File: src/rtl/fib_stream_checker_pkg.sv
// -----------------------------------------------------------------------------
// fib_chk_pkg
// Shared types and constants for the Fibonacci stream checker.
//   state_t          : checker FSM states (HUNT, ACQ, CONFIRM, LOCKED)
//   SAMPLE_W         : sample width of the generator stream
//   SEED_A / SEED_B  : generator reset state (a,b)
// -----------------------------------------------------------------------------
package fib_chk_pkg;

   localparam int SAMPLE_W = 8;

   localparam logic [SAMPLE_W-1:0] SEED_A = 8'h00;
   localparam logic [SAMPLE_W-1:0] SEED_B = 8'h01;

   typedef enum logic [1:0] {
      HUNT    = 2'd0,
      ACQ     = 2'd1,
      CONFIRM = 2'd2,
      LOCKED  = 2'd3
   } state_t;

endpackage

File: src/rtl/fib_stream_checker_model_step.sv
// -----------------------------------------------------------------------------
// fib_model_step
// One combinational step of the generator model.
//   a, b   current model state
//   step   1: advance to (b, a+b mod 256); 0: hold
//   na, nb next model state
//   exp    sample the generator emits for this beat (post-update a)
// -----------------------------------------------------------------------------
module fib_model_step
   import fib_chk_pkg::*;
(
   input  logic [SAMPLE_W-1:0] a,
   input  logic [SAMPLE_W-1:0] b,
   input  logic                step,
   output logic [SAMPLE_W-1:0] na,
   output logic [SAMPLE_W-1:0] nb,
   output logic [SAMPLE_W-1:0] exp
);

   always_comb begin
      na  = a;
      nb  = b;
      exp = a;
      if (step) begin
         na  = b;
         nb  = a + b;   // carry discarded: the generator wraps mod 256
         exp = b;
      end
   end

endmodule

File: config.mk
export PLATFORM = sky130hd
export DESIGN_NAME = fib_model_step
export DESIGN_NICKNAME = d
export VERILOG_FILES = /design/src/rtl/fib_stream_checker_pkg.sv /design/src/rtl/fib_stream_checker_model_step.sv
export SDC_FILE = /design/constraint.sdc
export NUM_CORES = 1
export LEC_CHECK = 0
export CAP_MARGIN = 20
export CORE_MARGIN = 2
export CORE_UTILIZATION = 40
export DETAILED_ROUTE_END_ITERATION = 10
export PLACE_DENSITY_LB_ADDON = 0.08
export SETUP_SLACK_MARGIN = 0.15
export SYNTH_ARGS = -nofsm -noshare
export SYNTH_HDL_FRONTEND = slang
export SYNTH_SLANG_ARGS = --single-unit
File: constraint.sdc
create_clock -name vclk -period 8.3
set_input_delay 2.49 -clock vclk [all_inputs]
set_output_delay 2.49 -clock vclk [all_outputs]
set_load 0.01 [all_outputs]
==> summary.md, run 1 <==
| Metric | Value |
|---|---|
| Status | `completed` |
| Syn_nets | `100` |
| DR vias | `667` |
| Tot Pwr | `0.00007118 W` |
| Period Utilization, post-route | `0.8975` |
| CP Max Fanout | `3` |
| Largest net degree at the start of global routing | `18` |
| Cell area after layout | `959.7 sq um` |
| HP Class | `in -> out` |
| DR vias/cell | `5.423` |
| Post-CTS sizing | `0` |
| Area share of the largest cell type after synthesis | `0.1670` |
| Switching Share | `0.4106` |
| Leak pwr | `0.3856 nW` |
| RSZ-0062 raised after global routing | `false` |
| Gpl congestion | `0.7260` |
| Wire length of the first global-routing pass | `2497 microns` |
| Die X-Extent | `42.95 microns` |
| Critical path's most frequent cell | `clkdlybuf4s50_1` |
| Clock period minus worst slack | `7.449 ns` |
| P_sw | `0.00002922 W` |
| Drt first pass iters | `4` |
| Cts-stage hold buffer count | `0` |
| Synth Warn # | `0` |
| Flip-flop and latch count | `0` |
| WP buf/inv | `3` |
| Die Y | `42.95 microns` |
| Core Area | `1471 sq um` |
| Total GRT Usage | `0.1612` |
| Grt ovf | `0` |
| Setup TNS | `0 ns` |
| Area grow syn2layout | `58.14%` |
| Synth cell count leaders | `9 x mux2_2, 8 x buf_4, 7 x ha_1, 6 x nand2_1, 4 x nor2_1` |
| Share of cells above drive strength 1 | `0.1215` |
| WL final | `1449 microns` |
| Average size of a mapped cell | `8.091 sq um` |
| Die area | `1845 sq um` |
| Slew headroom | `0.7902` |
| Post-Syn Instances | `75` |
| Cell Rows | `14` |
| Residual DRC | `0` |
| Power per Cell Area | `74.17 nW/um^2` |
| Final core utilization | `0.6522` |
| Slew @ Worst Pin | `0.3108 ns` |
| Post-synthesis sequential area ratio | `0` |
| Largest cells by area after synthesis | `mux2_2 17%, ha_1 14%, buf_4 9.9%` |
| Crit start category | `primary input` |
| Netlist cell types | `33` |
| Final nets | `134` |
| Postcts setup bufs | `0` |
| Synth area leader | `mux2_2` |
| CP endpoint kind | `output port` |
| Num ports | `41` |
| Clock share of power | `0` |
| Count of final setup violators | `0` |
| DP HPWL | `1201 microns` |
| Crit path arrival time | `4.96 ns` |
| Worst VDD drop | `35.16 uV` |
| Number of global-route vias before repair | `597` |
| CP peak stage delay | `0.59 ns` |
| Count leader, synth | `mux2_2` |
| Placed inst area | `959.7 sq um` |
| Critical Path RT | `5.81 ns` |
| N_diodes | `0` |
| Final hold vios | `0` |
| Reg power frac | `0` |
| Post-Syn Area | `606.8 sq um` |
| Filler instances | `146` |
| Comb pwr share | `1.000` |
| Max-cap violation count | `0` |
| P_int | `0.00004195 W` |
| DRT antenna net count | `0` |
| Layout clock buffers | `0` |
| Crit path cell chain | `clkdlybuf4s50_1 -> ha_1 -> inv_1 -> fa_1 -> nor2b_1 -> o31a_1 -> o21ai_1 -> o311ai_0 -> clkdlybuf4s50_1` |
| Register area | `0 sq um` |
| Number of I/O port buffers | `41` |
| Fmax | `0.1342 GHz` |
| Initial Util | `0.4124` |
| Hold Slack | `6.062 ns` |
| Worst path slowest cell | `clkdlybuf4s50_1` |
| Initial antenna violation count | `0` |
| Cell family with most CP delay | `buffers and inverters` |
| WL per Instance | `11.78 microns` |
| DR iter-0 viols | `11` |
| Slew Viols, Final | `0` |
| Critical path class | `in -> out` |
==> power by group through the flow <==
stage	Sequential [W]	Combinational (W)	Clock, W
floorplan	0	0.0000411	0
global placement	0	0.0000704	0
detailed placement	0	0.0000711	0
CTS	0	0.0000716	0
global route	0	0.0000770	0
finish	0	0.0000712	0
==> placed cells by master (no fill, tap or decap) <==
cell              n
nor2b_1           1
xor2_1            1
fa_1              1
nand2_1           6
o21bai_1          2
a211oi_1          2
a211oi_2          1
nor2_1            4
mux2_2            9
o41ai_1           1
nand4b_1          1
o21ai_1           2
mux2i_1           1
and3_1            1
a221oi_2          1
xnor2_1           2
o311ai_0          2
o21a_1            1
inv_1             3
clkinv_1          1
ha_1              7
buf_4             1
o21ai_0           2
a21oi_1           3
clkdlybuf4s50_1  41
nand2b_1          1
o22ai_1           1
o211ai_1          1
mux2_4            1
nor3_1            2
a21o_1            3
o31a_1            1
==> cells by family after synthesis <==
family,count (synthesis),synth area share
compound gates,23,0.2825
simple gates,16,0.1237
fa+ha+maj,8,0.1773
xor+xnor,3,0.04331
buf+inv,14,0.1649
mux,11,0.2082
==> routing by layer <==
| layer | routed length [microns] | global-route usage | vias to the layer above |
|---|---|---|---|
| li1 | - | - | 337 |
| met1 | 658 | 0.2259 | 299 |
| met2 | 663 | 0.2848 | 31 |
| met3 | 128 | 0.01277 | 0 |
| met4 | 0 | 0 | 0 |
| met5 | 0 | 0 | - |
==> worst paths after layout <==
| check | from | end | slack, ns | cells after the start |
|---|---|---|---|---|
| worst max-delay path | b[0] | nb[6] | 0.85 | 9 |
| worst min-delay path | b[7] | nb[7] | 6.06 | 4 |
==> per-stage QoR <==
| stage | setup slack (ns) | std cells |
|---|---|---|
| after global placement | 0.9072 | 123 |
| after floorplan | 1.843 | 75 |
| after CTS | 0.8427 | 123 |
| after global routing | 0.7155 | 123 |
| final | 0.8511 | 123 |
| after detailed placement | 0.8431 | 123 |
==> final cells by class <==
class | count | area [sq um] | area share
Multi-Input combinational cell | 61 | 506.7 | 0.5280
Tap cell | 16 | 20.02 | 0.02086
Inverter | 4 | 15.01 | 0.01565
Timing Repair Buffer | 42 | 417.9 | 0.4355
==> worst min-delay path: stages <==
cell	delay [ns]
clkdlybuf4s50_1	0.43
o311ai_0	0.10
o22ai_1	0.08
clkdlybuf4s50_1	0.47
Note: power is estimated with default switching activity, not from simulation.
==> run 2: changes to the inputs <==
--- a/config.mk
+++ b/config.mk
@@ -5,9 +5,9 @@
 export SDC_FILE = /design/constraint.sdc
 export NUM_CORES = 1
 export LEC_CHECK = 0
-export CAP_MARGIN = 20
+export CAP_MARGIN = 25
 export CORE_MARGIN = 2
-export CORE_UTILIZATION = 40
+export CORE_UTILIZATION = 38
 export DETAILED_ROUTE_END_ITERATION = 10
 export PLACE_DENSITY_LB_ADDON = 0.08
 export SETUP_SLACK_MARGIN = 0.15
==> constraint.sdc (replaced) <==
create_clock -name vclk -period 8.2
set_input_delay 2.46 -clock vclk [all_inputs]
set_output_delay 2.46 -clock vclk [all_outputs]
set_load 0.01 [all_outputs]
==> run 2 against run 1 <==
Via count down 2.5%. Setup slack worse by 0.0075 ns. Routed wire length down 7.7%. Clock-buffer cell count unchanged.
==> summary.md, run 2 (synthesis gave the netlist of run 1 again) <==
| Metric | Value |
|---|---|
| Slew headroom | `0.7947 (+0.004475)` |
| WL per Instance | `10.88 microns (-7.7%)` |
| WP buf/inv | `3 (unchanged)` |
| HP Class | `in -> out` |
| Flip-flop and latch count | `0 (unchanged)` |
| Grt ovf | `0 (unchanged)` |
| DRT antenna net count | `0 (unchanged)` |
| Largest net degree at the start of global routing | `18 (unchanged)` |
| Wire length of the first global-routing pass | `2235 microns (-10%)` |
| Setup TNS | `0 ns (unchanged)` |
| Cell family with most CP delay | `buffers and inverters` |
| Final nets | `134 (unchanged)` |
| Initial Util | `0.4028 (-0.009591)` |
| DR vias | `650 (-2.5%)` |
| Num ports | `41 (unchanged)` |
| Hold_sp | `b[7]` |
| Layout clock buffers | `0 (unchanged)` |
| Crit path arrival time | `4.90 ns (-0.06 ns)` |
| Stages on worst setup path | `9 (unchanged)` |
| Critical path's most frequent cell | `clkdlybuf4s50_1` |
| Slew @ Worst Pin | `0.3042 ns (-0.006629 ns)` |
| Critical path class | `in -> out` |
| Initial antenna violation count | `0 (unchanged)` |
| Final hold vios | `0 (unchanged)` |
| DP HPWL | `1101 microns (-8.3%)` |
| Gpl congestion | `0.7380 (+1.7%)` |
| Core Area | `1506 sq um (+2.4%)` |
| Postcts setup bufs | `0 (unchanged)` |
| Clock period minus worst slack | `7.356 ns` |
| Die X-Extent | `43.96 microns (+2.4%)` |
| Placed inst area | `959.7 sq um (unchanged)` |
| Max-cap violation count | `0 (unchanged)` |
| CP Max Fanout | `3 (unchanged)` |
| N_diodes | `0 (unchanged)` |
| Residual DRC | `0 (unchanged)` |
| Cell Rows | `14 (unchanged)` |
| Fmax | `0.1359 GHz` |
| Number of global-route vias before repair | `564 (-5.5%)` |
| RSZ-0062 raised after global routing | `false` |
| CP endpoint kind | `output port` |
| Hold depth | `4 (unchanged)` |
| Register area | `0 sq um (unchanged)` |
| CP peak stage delay | `0.59 ns (about the same)` |
| Period Utilization, post-route | `0.8971` |
| Filler instances | `132 (-9.6%)` |
| Die area | `1932 sq um (+4.8%)` |
| Slew Viols, Final | `0 (unchanged)` |
| Worst path slowest cell | `clkdlybuf4s50_1` |
| Area grow syn2layout | `58.14% (unchanged)` |
| Count of final setup violators | `0 (unchanged)` |
| Post-CTS sizing | `0 (unchanged)` |
| Worst VDD drop | `38.88 uV (+11%)` |
| Commonest non-fill, non-tap cells in the layout | `41 x clkdlybuf4s50_1, 9 x mux2_2, 7 x ha_1` |
| Die Y | `43.96 microns (+2.4%)` |
| Total GRT Usage | `0.1395 (-0.02170)` |
| Status | `completed` |
| DR vias/cell | `5.285 (-2.5%)` |
| Commonest non-fill, non-tap cell in the layout | `clkdlybuf4s50_1` |
| WL final | `1338 microns (-7.7%)` |
| Crit path cell chain | `clkdlybuf4s50_1 -> ha_1 -> inv_1 -> fa_1 -> nor2b_1 -> o31a_1 -> o21ai_1 -> o311ai_0 -> clkdlybuf4s50_1` |
| Critical Path RT | `5.74 ns (-0.07 ns)` |
| Crit path from | `b[0]` |
| Leak pwr | `0.3856 nW (unchanged)` |
| DR iter-0 viols | `4 (-7)` |
| Crit start category | `primary input` |
| Drt first pass iters | `5 (+1)` |
| Cell area after layout | `959.7 sq um (unchanged)` |
| Power per Cell Area | `74.45 nW/um^2 (+0.38%)` |
| Number of I/O port buffers | `41 (unchanged)` |
| Cts-stage hold buffer count | `0 (unchanged)` |
| Share of cells above drive strength 1 | `0.1215 (unchanged)` |
-- run 2: report_power, final --
| part | switching (W) | internal (W) | total (W) |
|---|---|---|---|
| sequential | 0 | 0 | 0 |
| clock | 0 | 0 | 0 |
| combinational | 0.0000291 | 0.0000423 | 0.0000714 |
-- run 2: final timing paths --
check	to
min	nb[7]
max	nb[6]
-- run 2: per-stage QoR --
step           hold slack, ns  instances    util   power [W]  worst slack (ns)
2_1_floorplan           5.053         75       -  0.00004163             1.803
3_3_place_gp            6.001        123  0.6370  0.00007134            0.8635
3_5_place_dp            5.988        123  0.6370  0.00007164            0.8225
4_1_cts                 6.008        123  0.6370  0.00007205            0.8144
5_1_grt                 6.048        123  0.6370  0.00007765            0.6801
6_report                6.015        123  0.6370  0.00007145            0.8436
-- run 2: metal layers --
| metal | routed length [microns] | up-vias | GRT usage |
|---|---|---|---|
| li1 | - | 340 | - |
| met1 | 660 | 280 | 0.2035 |
| met2 | 565 | 30 | 0.2382 |
| met3 | 111 | 0 | 0.008333 |
| met4 | 0 | 0 | 0 |
| met5 | 0 | - | 0 |
-- run 2: tightest hold or removal path, cell delays in order --
cell and delay [ns]:
clkdlybuf4s50_1 0.43, o311ai_0 0.10, o22ai_1 0.08, clkdlybuf4s50_1 0.48
-- run 2: cell type report --
cell class / instances / area [sq um] / area share
tap: 16 / 20.02 / 0.02086
inverter: 4 / 15.01 / 0.01565
timing repair buffer: 42 / 417.9 / 0.4355
multi-input combinational: 61 / 506.7 / 0.5280
